## config.mk

```make
export PLATFORM = sky130hd
export DESIGN_NAME = wb_bram_ctrl_flat
export DESIGN_NICKNAME = d
export VERILOG_FILES = /design/src/rtl/wb_bram_ctrl_if.sv /design/src/rtl/wb_bram_ctrl.sv /design/src/flat_wrapper.sv
export SDC_FILE = /design/constraint.sdc
export NUM_CORES = 1
export LEC_CHECK = 0
export BUFFER_PORTS_ARGS = -buffer_cell sky130_fd_sc_hd__buf_2
export CAP_MARGIN = 20
export CORE_MARGIN = 2
export CORE_UTILIZATION = 35
export DETAILED_ROUTE_END_ITERATION = 6
export GPL_TIMING_DRIVEN = 0
export SYNTH_ARGS = -nofsm -noshare
export SYNTH_HDL_FRONTEND = slang
export SYNTH_SLANG_ARGS = --single-unit
export TNS_END_PERCENT = 20
```

## constraint.sdc

```tcl
create_clock -name wb_clk_i -period 3.6 [get_ports wb_clk_i]
set_clock_uncertainty 0.1 [all_clocks]
set_input_delay 0.54 -clock wb_clk_i [delete_from_list [all_inputs] [get_ports wb_clk_i]]
set_output_delay 0.54 -clock wb_clk_i [all_outputs]
set_load 0.01 [all_outputs]
```

## src/rtl/wb_bram_ctrl_if.sv

```systemverilog
// Wishbone classic slave bundle between the management SoC and the user BRAM controller.
interface wb_bram_ctrl_if;
    logic        wbs_cyc_i;
    logic        wbs_stb_i;
    logic        wbs_we_i;
    logic [3:0]  wbs_sel_i;
    logic [31:0] wbs_adr_i;
    logic [31:0] wbs_dat_i;
    logic        wbs_ack_o;
    logic [31:0] wbs_dat_o;

    modport master (
        output wbs_cyc_i, wbs_stb_i, wbs_we_i, wbs_sel_i, wbs_adr_i, wbs_dat_i,
        input  wbs_ack_o, wbs_dat_o
    );

    modport slave (
        input  wbs_cyc_i, wbs_stb_i, wbs_we_i, wbs_sel_i, wbs_adr_i, wbs_dat_i,
        output wbs_ack_o, wbs_dat_o
    );
endinterface

```

## src/rtl/wb_bram_ctrl.sv

```systemverilog
// Wishbone-to-BRAM controller: window decode, programmable wait states, registered
// BRAM port, single-cycle acknowledge and a saturating completed-access counter.
module wb_bram_ctrl #(
    parameter logic [31:0] ADDR_BASE = 32'h3800_0000,
    parameter logic [31:0] ADDR_MASK = 32'hFFC0_0000,
    parameter int unsigned DELAYS    = 10,
    parameter int unsigned AW        = 10
) (
    input  logic          wb_clk_i,
    input  logic          wb_rst_i,
    wb_bram_ctrl_if.slave wbs,
    output logic          bram_en_o,
    output logic [3:0]    bram_we_o,
    output logic [AW-1:0] bram_a_o,
    output logic [31:0]   bram_di_o,
    input  logic [31:0]   bram_do_i,
    output logic          busy_o,
    output logic [15:0]   access_cnt_o
);
    typedef enum logic [2:0] {
        S_IDLE   = 3'd0,
        S_WAIT   = 3'd1,
        S_ACCESS = 3'd2,
        S_ACK    = 3'd3,
        S_ERR    = 3'd4
    } state_t;

    // Only the low 16 bits take part in the compare, so huge DELAYS still terminate.
    localparam logic [15:0] DLY = 16'(DELAYS);

    state_t         r_state;
    logic [15:0]    r_cnt;
    logic [AW-1:0]  r_adr;
    logic [31:0]    r_dat;
    logic [3:0]     r_sel;
    logic           r_we;
    logic           r_bram_en;
    logic [3:0]     r_bram_we;
    logic           r_ack;
    logic           r_rd_ack;
    logic           r_busy;
    logic [15:0]    r_access_cnt;

    logic           w_valid;
    logic           w_in_range;
    logic [31:0]    w_dat_o;

    assign w_valid    = wbs.wbs_cyc_i & wbs.wbs_stb_i;
    assign w_in_range = ((wbs.wbs_adr_i & ADDR_MASK) == ADDR_BASE);

    // BRAM read data only becomes valid during ACK, so it is forwarded, not re-registered.
    always_comb begin
        if (r_rd_ack) begin
            w_dat_o = bram_do_i;
        end else begin
            w_dat_o = 32'h0;
        end
    end

    // Transfer sequencer with registered bus, BRAM and status outputs.
    always_ff @(posedge wb_clk_i) begin
        if (!wb_rst_i) begin
            r_state      <= S_IDLE;
            r_cnt        <= 16'h0;
            r_adr        <= {AW{1'b0}};
            r_dat        <= 32'h0;
            r_sel        <= 4'h0;
            r_we         <= 1'b0;
            r_bram_en    <= 1'b0;
            r_bram_we    <= 4'h0;
            r_ack        <= 1'b0;
            r_rd_ack     <= 1'b0;
            r_busy       <= 1'b0;
            r_access_cnt <= 16'h0;
        end else begin
            r_bram_en    <= 1'b0;
            r_bram_we    <= 4'h0;
            r_ack        <= 1'b0;
            r_rd_ack     <= 1'b0;
            r_access_cnt <= r_access_cnt;
            case (r_state)
                S_IDLE: begin
                    if (w_valid && w_in_range) begin
                        r_adr   <= wbs.wbs_adr_i[AW+1:2];
                        r_dat   <= wbs.wbs_dat_i;
                        r_sel   <= wbs.wbs_sel_i;
                        r_we    <= wbs.wbs_we_i;
                        r_cnt   <= 16'h0;
                        r_state <= S_WAIT;
                        r_busy  <= 1'b1;
                    end else if (w_valid) begin
                        r_ack   <= 1'b1;
                        r_state <= S_ERR;
                        r_busy  <= 1'b1;
                    end else begin
                        r_state <= S_IDLE;
                        r_busy  <= 1'b0;
                    end
                end
                S_WAIT: begin
                    if (!w_valid) begin
                        r_state <= S_IDLE;
                        r_busy  <= 1'b0;
                    end else if (r_cnt == DLY) begin
                        r_state   <= S_ACCESS;
                        r_bram_en <= 1'b1;
                        r_bram_we <= r_we ? r_sel : 4'h0;
                    end else begin
                        r_cnt <= r_cnt + 16'd1;
                    end
                end
                S_ACCESS: begin
                    r_state  <= S_ACK;
                    r_ack    <= 1'b1;
                    r_rd_ack <= ~r_we;
                end
                S_ACK: begin
                    if (r_access_cnt != 16'hFFFF) begin
                        r_access_cnt <= r_access_cnt + 16'd1;
                    end else begin
                        r_access_cnt <= r_access_cnt;
                    end
                    r_state <= S_IDLE;
                    r_busy  <= 1'b0;
                end
                S_ERR: begin
                    r_state <= S_IDLE;
                    r_busy  <= 1'b0;
                end
                default: begin
                    r_state <= S_IDLE;
                    r_busy  <= 1'b0;
                end
            endcase
        end
    end

    assign wbs.wbs_ack_o = r_ack;
    assign wbs.wbs_dat_o = w_dat_o;
    assign bram_en_o     = r_bram_en;
    assign bram_we_o     = r_bram_we;
    assign bram_a_o      = r_adr;
    assign bram_di_o     = r_dat;
    assign busy_o        = r_busy;
    assign access_cnt_o  = r_access_cnt;
endmodule

```

## src/flat_wrapper.sv

```systemverilog
// flat-port wrapper written by rule: the top's interface ports become plain ports
module wb_bram_ctrl_flat 
#(
    parameter logic [31:0] ADDR_BASE = 32'h3800_0000,
    parameter logic [31:0] ADDR_MASK = 32'hFFC0_0000,
    parameter int unsigned DELAYS    = 10,
    parameter int unsigned AW        = 10
)
  (wb_clk_i, wb_rst_i, bram_en_o, bram_we_o, bram_a_o, bram_di_o, bram_do_i, busy_o, access_cnt_o, wbs_wbs_cyc_i, wbs_wbs_stb_i, wbs_wbs_we_i, wbs_wbs_sel_i, wbs_wbs_adr_i, wbs_wbs_dat_i, wbs_wbs_ack_o, wbs_wbs_dat_o);
  wb_bram_ctrl_if wbs_i ();
  input  logic wb_clk_i;
  input  logic wb_rst_i;
  output logic bram_en_o;
  output logic [3:0] bram_we_o;
  output logic [AW-1:0] bram_a_o;
  output logic [31:0] bram_di_o;
  input  logic [31:0] bram_do_i;
  output logic busy_o;
  output logic [15:0] access_cnt_o;
  input wire logic [$bits(wbs_i.wbs_cyc_i)-1:0] wbs_wbs_cyc_i;
  input wire logic [$bits(wbs_i.wbs_stb_i)-1:0] wbs_wbs_stb_i;
  input wire logic [$bits(wbs_i.wbs_we_i)-1:0] wbs_wbs_we_i;
  input wire logic [$bits(wbs_i.wbs_sel_i)-1:0] wbs_wbs_sel_i;
  input wire logic [$bits(wbs_i.wbs_adr_i)-1:0] wbs_wbs_adr_i;
  input wire logic [$bits(wbs_i.wbs_dat_i)-1:0] wbs_wbs_dat_i;
  output wire logic [$bits(wbs_i.wbs_ack_o)-1:0] wbs_wbs_ack_o;
  output wire logic [$bits(wbs_i.wbs_dat_o)-1:0] wbs_wbs_dat_o;
  assign wbs_i.wbs_cyc_i = wbs_wbs_cyc_i;
  assign wbs_i.wbs_stb_i = wbs_wbs_stb_i;
  assign wbs_i.wbs_we_i = wbs_wbs_we_i;
  assign wbs_i.wbs_sel_i = wbs_wbs_sel_i;
  assign wbs_i.wbs_adr_i = wbs_wbs_adr_i;
  assign wbs_i.wbs_dat_i = wbs_wbs_dat_i;
  assign wbs_wbs_ack_o = wbs_i.wbs_ack_o;
  assign wbs_wbs_dat_o = wbs_i.wbs_dat_o;
  wb_bram_ctrl #(.ADDR_BASE(ADDR_BASE), .ADDR_MASK(ADDR_MASK), .DELAYS(DELAYS), .AW(AW)) u_core (.wb_clk_i(wb_clk_i), .wb_rst_i(wb_rst_i), .wbs(wbs_i), .bram_en_o(bram_en_o), .bram_we_o(bram_we_o), .bram_a_o(bram_a_o), .bram_di_o(bram_di_o), .bram_do_i(bram_do_i), .busy_o(busy_o), .access_cnt_o(access_cnt_o));
endmodule
```

# Word level (Yosys, flattened, before mapping)
# Cells that the tools add are included.
dict set report totals {
  regBits 90
  out_inout_bits 97
}
dict set report classes {
  add_sub_neg 2
  n_reduce_logical 10
  eq_ne 11
  mux 17
  bitwise_logic 3
}
# op count
set op_table {}
lappend op_table {{16-bit 2-to-1 mux} 3}
lappend op_table {{16-bit by 1-bit adder with 16-bit output, second input constant} 2}
lappend op_table {{32-bit 2-to-1 mux} 1}
lappend op_table {{16-bit one-hot mux with 2 select lines} 1}
lappend op_table {{16-bit by 4-bit equality test with 1-bit output, second input constant} 1}
lappend op_table {{16-bit != test, second input constant} 1}
lappend op_table {{3-bit 2-to-1 mux} 4}
lappend op_table {{10-bit by 8-bit equality test with 1-bit output, second input constant} 1}
lappend op_table {{3-bit one-hot mux with 3 select lines} 1}
lappend op_table {{2-bit AND reduction} 4}
lappend op_table {{3-bit by 2-bit equality test with 1-bit output, second input constant} 2}
lappend op_table {{1-bit 2-to-1 mux} 5}
lappend op_table {{5-bit AND reduction} 1}
lappend op_table {{2-bit by 1-bit != test with 1-bit output, second input constant} 2}
lappend op_table {{2-bit != test, second input constant} 2}
lappend op_table {{4-bit AND reduction} 1}
lappend op_table {{3-bit by 1-bit equality test with 1-bit output, second input constant} 1}
lappend op_table {{3-bit zero test} 1}
lappend op_table {{3-bit != test, second input constant} 1}
lappend op_table {{1-bit one-hot mux with 3 select lines} 1}
lappend op_table {{3-bit AND reduction} 1}
lappend op_table {{1-bit NOT} 2}
lappend op_table {{1-bit one-hot mux with 2 select lines} 1}
lappend op_table {{2-bit nonzero test} 1}
lappend op_table {{2 further kinds} 2}

# Logic depth before layout (Yosys ltp)
# Gate-level depths: netlist of the first run.
dict set report logic_depth {
  ltp_word 4
  depth_mapped 7
  mapped_depth_nobuf 7
}

# Worst setup path after synthesis of the first run
# OpenSTA, ideal clock, no wires.
dict set report synth_timing {
  path_kind {in2reg}
  startpoint {input wbs_wbs_adr_i[23]}
  endpoint {register u_core.r_adr[5], in the netlist u_core.bram_a_o[5]}
  slack_ns 1.478
  path_buffers 2
  setup_time_ns 0.143
  cell_stages 7
  arrival_ns 1.878
  cell_sequence {or4_4 nor4_4 nand3_1 buf_2 clkbuf_1 nand2_1 a21oi_2}
}
dict set report synth_via {
  elab_chain_len 3
}
# element line
set synth_lines {}
lappend synth_lines {{start: declaration} flat_wrapper.sv:24} ;# input wire logic [$bits(wbs_i.wbs_adr_i)-1:0] wbs_wbs_adr_i;
lappend synth_lines {{10-bit by 8-bit equality test with 1-bit output} wb_bram_ctrl.sv:49} ;# assign w_in_range = ((wbs.wbs_adr_i & ADDR_MASK) == ADDR_BASE);
lappend synth_lines {{1-bit logical AND} wb_bram_ctrl.sv:83} ;# if (w_valid && w_in_range) begin
lappend synth_lines {{2-bit AND reduction (no source line)} -}
lappend synth_lines {{end signal: assignment} wb_bram_ctrl.sv:65} ;# r_adr <= {AW{1'b0}};
lappend synth_lines {{end signal: assignment} wb_bram_ctrl.sv:84} ;# r_adr <= wbs.wbs_adr_i[AW+1:2];
lappend synth_lines {{end: declaration} wb_bram_ctrl.sv:33} ;# logic [AW-1:0] r_adr;
# No other way between the ends.
# A chain may end at the register's enable or synchronous reset.

# Worst setup path in the final report of the first run
dict set report layout_timing {
  startpoint {input wb_rst_i}
  endpoint {register u_core.r_bram_we[0], in the netlist u_core.bram_we_o[0]}
}
dict set report layout_via {
  elab_chain_len 1
}
# element line
set layout_lines {}
lappend layout_lines {{start: declaration} flat_wrapper.sv:12} ;# input logic wb_rst_i;
lappend layout_lines {{5-bit AND reduction (no source line)} -}
lappend layout_lines {{end signal: assignment} wb_bram_ctrl.sv:107} ;# r_bram_we <= r_we ? r_sel : 4'h0;
lappend layout_lines {{end: declaration} wb_bram_ctrl.sv:38} ;# logic [3:0] r_bram_we;
# No other way between the ends.

==> results of run 1 <==
-- final timing paths --
kind | slack [ns] | startpoint | to | cells after the start
hold / removal | 0.34 | wbs_wbs_dat_i[12] | u_core.bram_di_o[12] | 3
setup / recovery | 1.26 | wb_rst_i | u_core.bram_we_o[0] | 6
hold reg to reg | 0.35 | u_core.r_sel[2] | u_core.r_sel[2] | 2
setup reg to reg | 1.32 | u_core.r_cnt[1] | u_core.r_cnt[10] | 6
-- cell usage in the layout (no fill, tap or decap), drive strengths merged, types with 2 or more instances in the layout --
| cell type | n |
|---|---|
| a211oi | 3 |
| a21o | 2 |
| a21oi | 63 |
| a31oi | 7 |
| a41oi | 4 |
| and2 | 41 |
| and3 | 7 |
| and3b | 2 |
| and4 | 7 |
| buf | 200 |
| clkbuf | 25 |
| clkinvlp | 2 |
| dfxtp | 90 |
| ha | 3 |
| inv | 5 |
| nand2 | 117 |
| nand2b | 3 |
| nand3 | 12 |
| nand3b | 2 |
| nand4 | 5 |
| nor2 | 29 |
| nor3 | 6 |
| nor4 | 7 |
| o21ai | 15 |
| o31ai | 4 |
| or4 | 4 |
| xnor2 | 11 |
-- per-layer routing --
metal  vias to the layer above  track usage [%]  share of wire [%]
li1                       2073                -                  -
met2                       182             31.8                 51
met3                        15             6.48                9.7
met1                      1847             19.9                 38
met4                         0             5.28                1.4
met5                         -                0                  0
-- tightest hold or removal path, delay by kind of cell --
| kind | cells | cell delay, ns |
|---|---|---|
| compound gates | 1 | 0.04 |
| buf+inv | 1 | 0.10 |
| simple gates | 1 | 0.05 |
-- cell type report --
cell class	count	area share [%]
Buffer	27	2.76
Clock buffer	10	4.32
Clock inverter	5	1.13
Inverter	4	0.271
Multi-Input combinational cell	367	38.7
Sequential cell	90	32.5
Tap cell	143	3.23
Timing Repair Buffer	188	17.0
-- stage by stage --
stage	worst slack [ns]	instance area [sq um]	util (%)	hold slack, ns
after floorplan	1.48	4110	-	0.325
after global placement	0.949	5230	45.6	0.335
after detailed placement	0.920	5230	45.6	0.340
after CTS	1.23	5540	48.3	0.326
after global routing	1.06	5540	48.3	0.325
final	1.26	5540	48.3	0.337
-- power by group through the flow --
stage                     registers, mW  clock network, mW  logic, mW
after floorplan                    1.02                  0     0.0252
after global placement             1.02                  0     0.0872
after detailed placement           1.02                  0     0.0880
final                             0.998              0.951     0.0865
after CTS                         0.998              0.977     0.0883
after global routing              0.997               1.03     0.0965
-- kinds of logic after synthesis --
logic type                 count (synthesis)  share of synthesized area (%)
and+or+nand+nor                          247                           31.8
buffers and inverters                     31                           4.08
adders and majority gates                  3                          0.913
AOI/OAI and AO/OA                        104                           16.6
DFF                                       90                           43.8
xor gates and xnor gates                  12                           2.55
muxes                                      1                          0.243
-- sequential cells by signal, indices dropped and copies added, names as in the netlist --
| register | cells |
|---|---|
| u_core.bram_di_o | 32 |
| u_core.access_cnt_o | 16 |
| u_core.r_cnt | 16 |
| u_core.bram_a_o | 10 |
| u_core.bram_we_o | 4 |
| u_core.r_sel | 4 |
| u_core.r_state | 3 |
| u_core.bram_en_o | 1 |
| u_core.busy_o | 1 |
| u_core.r_rd_ack | 1 |
| u_core.r_we | 1 |
| u_core.wbs.wbs_ack_o | 1 |
==> flow_metrics.py, run 1 <==
metrics = {
    "yosys": {
        "synth.top_cell.area_share_pct": 43.8,
        "synth_nets": 596,
        "synth_top_cells_by_count": "nand2_1 (96), dfxtp_1 (90), a21oi_1 (43), and2_1 (41), nor2_1 (29)",
        "synthFlopType": "dfxtp_1",
        "seq_area_frac_synth_pct": 43.8,
        "yosys-top-cells-area": "dfxtp_1 (44%), nand2_1 (8.8%), and2_1 (6.2%)",
        "yosysTopAreaCell": "dfxtp_1",
        "synth_most_common_cell": "nand2_1",
        "avgSynthCellArea_sq_um": 8.43,
        "ys_warn_count": 0,
        "synth_edf_count": 0,
        "synthArstFlopShare_pct": 0,
        "ys_types": 54,
        "syn_inst": 488,
        "ys_seq_elements": 90,
        "synth_area_sq_um": 4110,
    },
    "pwr": {
        "power_frac_seq_pct": 49.0,
        "switchingPower_uw": 440,
        "p_per_area_nw_per_um2": 368,
        "p_leak_nw": 2.43,
        "swShare_pct": 21.6,
        "power.clock.fraction_pct": 46.7,
        "p_int_mw": 1.60,
        "p_comb_share_pct": 4.2,
        "finalPower_mw": 2.04,
        "peakVddDrop_mv": 0.218,
    },
    "placed_design": {
        "io_buffers": 188,
        "hpwl_mm": 8.66,
        "place_inst": 819,
        "finalWeightedCongestion": 0.861,
    },
    "global_route": {
        "overflow": 0,
        "grtUsageTotal_pct": 17.8,
        "grt_pass1_wl_mm": 18.5,
        "grt_pass1_vias": 4005,
        "grt_antenna_before_repair": 0,
        "grt_start_max_net_pins": 16,
    },
    "worst_setup_path": {
        "start_kind": "primary input",
        "path_max_fanout": 10,
        "crit_path_end_kind": "register",
        "slowest_delay_ns": 0.75,
        "critical_path.cell_chain": "clkbuf_1 -> inv_1 -> nor3b_1 -> nand2_1 -> nor2_1 -> and2_1",
        "arrival_ns": 2.52,
        "cp_num_buf_inv": 2,
        "worstSetupPathType": "primary input to register",
        "worstPathRequired_ns": 3.77,
        "critical_path.top_delay_family": "simple AND/OR/NAND/NOR gates",
        "critical_path.slowest_cell": "nor3b_1",
    },
    "final_layout": {
        "stdcell_count": 834,
        "diodes": 0,
        "drive_above_1_share_pct": 38.5,
        "regArea_sq_um": 1800,
        "area_delta_synth_final_pct": 34.5,
        "multi_input_area_sq_um": 2140,
        "fin_nets": 795,
        "nFillCells": 1132,
    },
    "run": {
        "cap_violations": 0,
    },
    "drt": {
        "drt_iter0_drc": 204,
        "first_pass_iters": 4,
        "wirelength_mm": 11.2,
        "drcViolationCount": 0,
        "viasPerCell": 4.94,
        "antenna_left": 0,
        "vias": 4117,
        "wl_per_cell_um": 13.5,
    },
    "timing": {
        "max_freq_ghz": 0.426,
        "relSlewSlack_pct": 42.0,
        "rsz0062_at_grt": "false",
        "drv_slew": 0,
        "worst_pin_slew_ns": 0.867,
        "setup_viol": 0,
        "min_period_ns": 2.34,
        "tns_ns": 0,
        "final_hold_viol_count": 0,
        "min_period_over_period_pct": 65.1,
    },
    "floorplanning": {
        "num_rows": 39,
        "io_pins": 202,
        "initial_utilization_pct": 35.9,
        "dieWidth_um": 112,
        "core_sq_um": 11500,
        "die_area_sq_um": 12600,
        "die_h_um": 112,
    },
    "cts": {
        "cts_hold_repair.buffers": 0,
        "h-tree-depth": 3,
        "cts_buffer_depth": 2,
        "cts-resized-gates": 0,
        "cts_tree": "done",
        "insertion_delay_ns": 0.34,
        "clk_pin_slew_ns": 0.06,
        "clock_sinks": 90,
        "cts_setup_buffers": 0,
        "numCtsBuffers": 9,
        "cts_root_buf": "clkbuf_16",
    },
    "status": {
        "outcome": "completed",
    },
    "min_path": {
        "worstHoldPathType": "primary input to register",
    },
}
(Power assumes the default switching activity.)
==> run 2: changes to the inputs <==
--- a/config.mk
+++ b/config.mk
@@ -11,6 +11,7 @@
 export CORE_UTILIZATION = 35
 export DETAILED_ROUTE_END_ITERATION = 6
 export GPL_TIMING_DRIVEN = 0
+export PLACE_DENSITY = 0.66
 export SYNTH_ARGS = -nofsm -noshare
 export SYNTH_HDL_FRONTEND = slang
 export SYNTH_SLANG_ARGS = --single-unit
==> constraint.sdc (replaced) <==
create_clock -name wb_clk_i -period 2 [get_ports wb_clk_i]
set_clock_uncertainty 0.1 [all_clocks]
set_input_delay 0.3 -clock wb_clk_i [delete_from_list [all_inputs] [get_ports wb_clk_i]]
set_output_delay 0.3 -clock wb_clk_i [all_outputs]
set_load 0.01 [all_outputs]
==> run 2 against run 1 <==
Compared with the run above: critical path depth unchanged; die area unchanged; cell count increased by 0.96%; register-to-register slack got worse by 1.3 ns; largest power group unchanged; combinational power increased by 93%; non-clock buffer count increased by 6; via count increased by 0.97%; sequential power increased by 80%; cell area increased by 2.1%.
==> flow_metrics.py, run 2 (same netlist as run 1, synthesis figures left out) <==
metrics = {
    "cts": {
        "h-tree-depth": 3,
        "cts_root_buf": "clkbuf_16",
        "clock_sinks": 90,
        "cts_buffer_depth": 2,
        "cts_hold_repair.buffers": 0,
        "insertion_delay_ns": 0.33,
        "numCtsBuffers": 9,
        "clk_pin_slew_ns": 0.06,
        "cts_tree": "done",
    },
    "pwr": {
        "p_comb_share_pct": 4.5,
        "swShare_pct": 20.7,
        "p_per_area_nw_per_um2": 650,
        "peakVddDrop_mv": 0.353,
        "power_frac_seq_pct": 48.9,
        "p_leak_nw": 2.49,
        "switchingPower_uw": 762,
        "p_int_mw": 2.91,
        "power.clock.fraction_pct": 46.6,
    },
    "worst_setup_path": {
        "worstPathRequired_ns": 2.17,
        "worstSetupPathType": "register to register",
        "path_max_fanout": 8,
        "critical_path.cell_chain": "and4_4 -> and4_1 -> buf_2 -> or3_4 -> or4_1 -> o21ai_1",
        "arrival_ns": 2.12,
        "critical_path.slowest_cell": "or3_4",
        "start_kind": "register",
        "crit_path_end_kind": "register",
        "slowest_delay_ns": 0.39,
    },
    "timing": {
        "relSlewSlack_pct": 53.0,
        "min_period_ns": 1.95,
        "drv_slew": 0,
        "final_hold_viol_count": 0,
        "rsz0062_at_grt": "true",
        "fin_ws_ns": 0.0498,
        "worst_pin_slew_ns": 0.705,
        "tns_ns": 0,
        "min_period_over_period_pct": 97.5,
        "setup_viol": 0,
        "max_freq_ghz": 0.513,
    },
    "global_route": {
        "grt.busiest_layer": "met2",
        "grt_pass1_wl_mm": 18.6,
        "overflow": 0,
        "grt_pass1_vias": 4017,
        "grt_use_met1_pct": 19.7,
        "gr-usage-met3_pct": 6.05,
        "grtUsageTotal_pct": 17.8,
        "grt_antenna_before_repair": 0,
        "grt_start_max_net_pins": 15,
        "grt_use_met2_pct": 32.5,
    },
    "final_layout": {
        "fin_area_sq_um": 5650,
        "final_common_cell": "buf_2",
        "drive_above_1_share_pct": 41.3,
        "area_delta_synth_final_pct": 37.4,
        "final_cell_mix": "buf_2 (194), nand2_1 (96), dfxtp_1 (81)",
        "fin_nets": 801,
        "largest_reg_flops": 32,
    },
    "placed_design": {
        "finalWeightedCongestion": 0.792,
        "io_buffers": 188,
        "dpl_cell_area_sq_um": 5230,
        "hpwl_mm": 8.78,
        "dp_slack_ns": -0.375,
    },
    "drt": {
        "drcViolationCount": 0,
        "viasPerCell": 4.94,
        "wirelength_mm": 11.6,
        "wl_per_cell_um": 13.7,
        "antenna_left": 0,
        "vias": 4157,
        "first_pass_iters": 4,
        "drt_iter0_drc": 118,
    },
    "floorplanning": {
        "die_h_um": 112,
        "io_pins": 202,
        "num_rows": 39,
        "die_area_sq_um": 12600,
        "initial_utilization_pct": 35.9,
        "core_sq_um": 11500,
        "dieWidth_um": 112,
    },
    "status": {
        "outcome": "completed",
    },
    "run": {
        "cap_violations": 0,
    },
    "min_path": {
        "worstHoldPathType": "primary input to register",
    },
}
## run 2: cell types whose count changed in the layout (fill, tap and decap cells not counted), moves of 2 or more
cell and delta:
dfxtp_1 -9, dfxtp_2 +9, o21ai_0 -6, buf_4 +5, o21ai_1 +5, clkinv_2 +2
clkinvlp_4 -2
## run 2: what timing repair did
action                                  in CTS  in global routing
endpoints found under the setup margin      14                 27
gates resized for setup                     10                 15
pin swaps                                    2                  3
setup buffers                                5                  2
## run 2: worst paths after layout
path                           startpoint                      end  slack (ns)  cells past startpoint
setup / recovery  u_core.access_cnt_o[13]  u_core.access_cnt_o[13]        0.05                      6
hold / removal           wbs_wbs_dat_i[2]      u_core.bram_di_o[2]        0.11                      3
setup reg to reg  u_core.access_cnt_o[13]  u_core.access_cnt_o[13]        0.05                      6
hold reg to reg      u_core.bram_di_o[14]     u_core.bram_di_o[14]        0.35                      2
## run 2: stage by stage
| stage | power [mW] | util, % | hold slack, ns | instances |
|---|---|---|---|---|
| finish | 3.68 | 49.3 | 0.106 | 842 |
| global route | 3.83 | 49.3 | 0.0949 | 841 |
| floorplan | 1.88 | - | 0.319 | 488 |
| detailed placement | 2.00 | 45.6 | 0.342 | 819 |
| CTS | 3.72 | 48.8 | 0.0962 | 839 |
| global placement | 1.99 | 45.6 | 0.336 | 819 |
## run 2: cell type report
| class | count | area [sq um] |
|---|---|---|
| repair buffers | 194 | 990 |
| clock inverters | 4 | 48.8 |
| flip-flops and latches | 90 | 1810 |
| fillers | 1128 | 5810 |
| inverters | 4 | 15.0 |
| clock buffers | 12 | 256 |
| plain buffers | 27 | 153 |
| well taps | 143 | 179 |
| diodes | 1 | 2.50 |
| multi-input cells | 367 | 2200 |
## run 2: power groups by stage
stage | sequential, mW | clock (mW) | combinational, mW
6_report | 1.80 | 1.71 | 0.167
5_1_grt | 1.80 | 1.86 | 0.183
4_1_cts | 1.80 | 1.76 | 0.169
3_5_place_dp | 1.84 | 0 | 0.161
3_3_place_gp | 1.84 | 0 | 0.157
2_1_floorplan | 1.84 | 0 | 0.0453
## run 2: per-layer routing
metal | part of all wire (%) | up-vias | wire length [um]
met1 | 39 | 1868 | 4530
met2 | 50 | 186 | 5820
met5 | 0 | - | 0
li1 | - | 2083 | -
met4 | 1.7 | 0 | 193
met3 | 8.9 | 20 | 1030
## run 2: worst max-delay path, delay by kind of cell, from the launching register on
kind	cells	cell delay, ns
AOI/OAI and AO/OA	1	0.08
buffers and inverters	1	0.16
DFF	1	0.36
and+or+nand+nor	4	1.19
